--- src/rtl/pipe_pkg.sv ---
// Shared types for the pipeline hazard controller: scoreboard entry layout and
// the interrupt-entry sequencer states.
package pipe_pkg;

  // Scoreboard entries store indices at a fixed maximum width; narrower
  // register files are zero-extended on the way in.
  localparam int RIW_MAX     = 8;
  localparam int RIW_DEFAULT = 4;

  typedef struct packed {
    logic               valid;
    logic               wrtEn;
    logic [RIW_MAX-1:0] idx;
    logic               isLoad;
  } sb_entry_t;

  typedef enum logic [1:0] {
    IDLE  = 2'd0,
    DRAIN = 2'd1,
    ACK   = 2'd2
  } hz_state_t;

endpackage

--- src/rtl/pipe_hazard_ctrl_sb_match.sv ---
// sb_match: compares one decode source operand against every scoreboard stage,
// yielding the hit vector, the youngest (lowest-stage) hit and a load-use flag.
module sb_match
  import pipe_pkg::*;
#(
  parameter int DEPTH = 3
) (
  input  sb_entry_t [DEPTH-1:0] entries,
  input  logic [RIW_MAX-1:0]    srcIdx,
  input  logic                  srcUsed,
  output logic [DEPTH-1:0]      hit,
  output logic [DEPTH-1:0]      youngest,
  output logic                  loadUse
);

  logic [DEPTH-1:0] isLoadVec;

  generate
    for (genvar gi = 0; gi < DEPTH; gi++) begin : gStage
      assign hit[gi] = srcUsed & entries[gi].valid & entries[gi].wrtEn &
                       (entries[gi].idx == srcIdx);
      assign isLoadVec[gi] = entries[gi].isLoad;
    end
  endgenerate

  // Isolate the lowest set bit: stage 0 is the most recently issued writer.
  assign youngest = hit & (~hit + DEPTH'(1));

  // Only a load still in stage 0 cannot be forwarded in time.
  assign loadUse = |(youngest & isLoadVec & DEPTH'(1));

endmodule

--- src/rtl/pipe_hazard_ctrl.sv ---
// In-order pipeline controller: RAW interlock/forward select, redirect flush and
// interrupt drain/ack sequencing. Define PIPE_FORWARD_EN to enable forwarding.
module pipe_hazard_ctrl
  import pipe_pkg::*;
#(
  parameter int REG_INDEX_BIT_WIDTH = RIW_DEFAULT,
  parameter int DEPTH               = 3,
  parameter int NUM_READ_PORTS      = 2
) (
  input  logic                                       clk,
  input  logic                                       reset,
  input  logic                                       idValid,
  input  logic [NUM_READ_PORTS*REG_INDEX_BIT_WIDTH-1:0] idRdIndex,
  input  logic [NUM_READ_PORTS-1:0]                  idRdUsed,
  input  logic                                       idWrtEn,
  input  logic [REG_INDEX_BIT_WIDTH-1:0]             idWrtIndex,
  input  logic                                       idIsLoad,
  input  logic                                       redirect,
  input  logic                                       intReq,
  output logic                                       stall,
  output logic                                       issue,
  output logic                                       flush,
  output logic                                       intAck,
  output logic                                       wbWrtEn,
  output logic [REG_INDEX_BIT_WIDTH-1:0]             wbWrtIndex,
  output logic                                       busy,
  output logic [NUM_READ_PORTS*DEPTH-1:0]            fwdStage
);

  localparam int RIW = REG_INDEX_BIT_WIDTH;

  sb_entry_t [DEPTH-1:0]           entryReg;
  sb_entry_t                       newEntry;
  hz_state_t                       stateReg;
  hz_state_t                       stateNext;
  logic [DEPTH-1:0]                validVec;
  logic [NUM_READ_PORTS-1:0]       hitAny;
  logic [NUM_READ_PORTS-1:0]       loadUseAll;
  logic [NUM_READ_PORTS*DEPTH-1:0] youngestAll;
  logic                            hazard;

  generate
    for (genvar gi = 0; gi < DEPTH; gi++) begin : gValid
      assign validVec[gi] = entryReg[gi].valid;
    end

    for (genvar gi = 0; gi < NUM_READ_PORTS; gi++) begin : gPort
      logic [DEPTH-1:0] hitVec;
      sb_match #(.DEPTH(DEPTH)) uMatch (
        .entries  (entryReg),
        .srcIdx   (RIW_MAX'(idRdIndex[gi*RIW +: RIW])),
        .srcUsed  (idRdUsed[gi]),
        .hit      (hitVec),
        .youngest (youngestAll[gi*DEPTH +: DEPTH]),
        .loadUse  (loadUseAll[gi])
      );
      assign hitAny[gi] = |hitVec;
    end
  endgenerate

`ifdef PIPE_FORWARD_EN
  logic unusedHit;
  assign unusedHit = ^hitAny;
  assign hazard    = |loadUseAll;
  assign fwdStage  = youngestAll;
`else
  logic unusedFwd;
  assign unusedFwd = ^{youngestAll, loadUseAll};
  assign hazard    = |hitAny;
  assign fwdStage  = '0;
`endif

  assign busy    = |validVec;
  assign stall   = (idValid & hazard) | (stateReg != IDLE);
  assign flush   = redirect | (stateReg == ACK);
  assign issue   = idValid & ~stall & ~flush;
  assign intAck  = (stateReg == ACK);
  assign wbWrtEn    = entryReg[DEPTH-1].valid & entryReg[DEPTH-1].wrtEn;
  assign wbWrtIndex = entryReg[DEPTH-1].idx[RIW-1:0];

  always_comb begin
    newEntry        = '0;
    newEntry.valid  = issue;
    newEntry.wrtEn  = issue & idWrtEn;
    newEntry.idx    = issue ? RIW_MAX'(idWrtIndex) : '0;
    newEntry.isLoad = issue & idIsLoad;
  end

  // A redirect in the same cycle as intReq wins; the request is re-sampled later.
  always_comb begin
    stateNext = stateReg;
    case (stateReg)
      IDLE:    if (intReq && !redirect) stateNext = DRAIN;
      DRAIN:   if (!busy) stateNext = ACK;
      ACK:     stateNext = IDLE;
      default: stateNext = IDLE;
    endcase
  end

  always_ff @(posedge clk or negedge reset) begin
    if (!reset) begin
      entryReg <= '0;
      stateReg <= IDLE;
    end else begin
      stateReg <= stateNext;
      entryReg[0] <= newEntry;
      entryReg[DEPTH-1:1] <= entryReg[DEPTH-2:0];
    end
  end

endmodule
--- config.mk ---
export PLATFORM = sky130hd
export DESIGN_NAME = pipe_hazard_ctrl
export DESIGN_NICKNAME = d
export VERILOG_FILES = /design/src/rtl/pipe_pkg.sv /design/src/rtl/pipe_hazard_ctrl_sb_match.sv /design/src/rtl/pipe_hazard_ctrl.sv
export SDC_FILE = /design/constraint.sdc
export NUM_CORES = 1
export LEC_CHECK = 0
export CAP_MARGIN = 30
export CORE_MARGIN = 2
export CORE_UTILIZATION = 44
export CTS_CLUSTER_SIZE = 30
export DETAILED_ROUTE_END_ITERATION = 8
export PLACE_DENSITY = 0.78
export SLEW_MARGIN = 10
export SYNTH_ARGS = -nofsm -noshare
export SYNTH_HDL_FRONTEND = slang
export SYNTH_SLANG_ARGS = --single-unit
--- constraint.sdc ---
create_clock -name clk -period 3.25 [get_ports clk]
set_input_delay 0.975 -clock clk [delete_from_list [all_inputs] [get_ports clk]]
set_output_delay 0.975 -clock clk [all_outputs]
set_load 0.05 [all_outputs]
==> results.json <==
{
  "status": "finished, violations left",
  "failed_checks": "setup timing",
  "min_path_cells": 0,
  "ios": 37,
  "wl_met3_um": 96,
  "ir_drop_mv": 0.424,
  "stdcell_area_um2": 1570,
  "slew_violations": 0,
  "gp_congestion": 0.781,
  "yosysMostFrequentCell": "dfrtp_1",
  "final.setup.worst_slack_ps": -64.3,
  "synth_area_leaders": "dfrtp_1 (48%), xor2_1 (13%), xnor2_1 (7.6%), buf_4 (7.2%), or4_4 (3.2%)",
  "placed_area_um2": 1440,
  "cts.sinks": 20,
  "fin_nets": 158,
  "tritoncts": "built",
  "clock_latency_ps": 290,
  "synth-main-ff-cell": "dfrtp_1",
  "fin_crit_sh": 1.02,
  "preCtsSetupSlack_ps": -427,
  "netlist_area_um2": 1040,
  "cts_max_level": 1,
  "synth.top_cells.by_count": "dfrtp_1 (20), xor2_1 (15), buf_4 (10)",
  "drtIter0Drc": 2,
  "crit_arrival_ps": 2340,
  "wire_per_inst_um": 14.0,
  "async_flop_share": 1.00,
  "tightest_slew_ps": 499,
  "worstSetupEndpointType": "output pin",
  "worst_hold_path_type": "flip-flop to flip-flop",
  "wl_met2_mm": 1.22,
  "rsz0062_at_grt": "true",
  "top_layer_used": "met4",
  "antenna_found_initial": 0,
  "root_buffer": "clkbuf_4",
  "criticalPathCategory": "primary input to output pin",
  "ys_seq_area_frac": 0.481,
  "synth-warning-count": 0,
  "fmax_mhz": 302,
  "vias": 817,
  "routed_wl_mm": 2.30,
  "ff2ff_path_depth": 8,
  "powerDensity_nw_per_um2": 480,
  "yosysTopAreaCellShare": 0.481,
  "setup_viol": 2,
  "die_y_um": 52.6,
  "synth_largest_area_cell": "dfrtp_1",
  "via_per_inst": 4.98,
  "drt_drc_violations_left": 0,
  "p_leak_nw": 0.721,
  "first_pass_iters": 4,
  "grt_usage": 0.196,
  "synth_cell_types": 23,
  "initial_core_util": 0.466,
  "maxCapViolations": 0,
  "die-width_um": 52.6,
  "multi_input_area_um2": 539,
  "coreArea_um2": 2230,
  "critPathRequiredTime_ps": 2270,
  "netlist_instances": 92,
  "timing.slew.headroom": 0.666,
  "dpl.hpwl_mm": 1.87,
  "drive_gt1_frac": 0.309,
  "fin_skew_ps": 6.09,
  "layout_min_cycle_time_ps": 3310,
  "area_growth_pct": 50.9,
  "hold_viol_final": 0,
  "worstSetupStartpointType": "primary input",
  "path_max_fanout": 3,
  "grt_pass1_wl_mm": 3.75,
  "nFillCells": 162,
  "grt_max_degree": 21,
  "synth_edf_count": 0,
  "postLayoutCoreUtil": 0.703,
  "synth-seq-cells": 20,
  "cts_buffers": 3,
  "num_rows": 17,
  "grt_overflow": 0,
  "io_buffers": 29,
  "cts.path.max_buffers": 2,
  "dieArea_um2": 2770,
  "grt_pass1_vias": 815,
  "clkTransAtPathRegs_ps": 100,
  "avgSynthCellArea_um2": 11.3,
  "m1WireLength_um": 929,
  "holdWs_ps": 416,
  "antenna_cells": 0,
  "ant_nets": 0,
  "seq_area_um2": 500
}
## worst max-delay path, stage by stage
cell	delay, ps
clkdlybuf4s15_2	220
xor2_1	170
or4_4	550
nand4_4	100
o31a_1	180
buf_12	150
## cells by family (layout without fill, tap and decap cells)
| family | after synthesis | count (layout) | share of synthesized area |
|---|---|---|---|
| xor+xnor | 24 | 24 | 0.202 |
| flops | 20 | 20 | 0.481 |
| other cells | 1 | 6 | 0.00361 |
| buf+inv | 10 | 49 | 0.0722 |
| simple gates | 34 | 34 | 0.220 |
| compound gates | 3 | 3 | 0.0205 |
## registers in the layout (all words and copies together), names as in the netlist
name,count
wbWrtIndex,4
entryReg,14
stateReg,2
## cell type report
type                       instances  share of cell area
clock buffer                       4              0.0231
sequential                        20               0.319
timing repair buffer              45               0.292
tap                               28              0.0223
multi-input combinational         67               0.344
## power breakdown
group / internal [mW] / switching, mW
Combinational: 0.150 / 0.163
Sequential: 0.274 / 0.0278
Clock: 0.0682 / 0.0713
Total: 0.492 / 0.262
## path summary, 6_finish.rpt
kind	start	end	slack, ps
setup / recovery	idRdIndex[3]	stall	-60
hold / removal	entryReg[9]	entryReg[20]	420
setup reg to reg	entryReg[3]	entryReg[10]	1310
hold reg to reg	entryReg[9]	entryReg[20]	420
max in group asynchronous	reset	entryReg[20]	2090
min in group asynchronous	reset	entryReg[12]	1010
## through the flow
stage,std cells,setup TNS (ps),power (mW)
2_1_floorplan,97,0,0.470
3_3_place_gp,155,-698,0.578
3_5_place_dp,155,-778,0.584
4_1_cts,162,-136,0.756
5_1_grt,164,-208,0.790
6_report,164,-117,0.754
## routing by layer
layer | global-route usage | up-vias
li1 | - | 391
met1 | 0.244 | 391
met2 | 0.302 | 29
met3 | 0.0400 | 6
met4 | 0.132 | 0
met5 | 0 | -
## layout by cell type (no fill, tap or decap), drive strengths merged, types with 3 or more instances in the layout
master,n
buf,23
dfrtp,20
clkdlybuf4s50,16
xor2,15
xnor2,9
conb,6
nand4,6
nor4,6
nand2,5
clkbuf,5
clkdlybuf4s15,5
or4,3
nor2,3
## timing repair
item	CTS	global route
hold buffers	0	0
buffers inserted	3	1
endpoints found under the setup margin	2	2
pin swaps	11	8
gates resized for setup	36	7
Power figures use the tool's default switching activity.
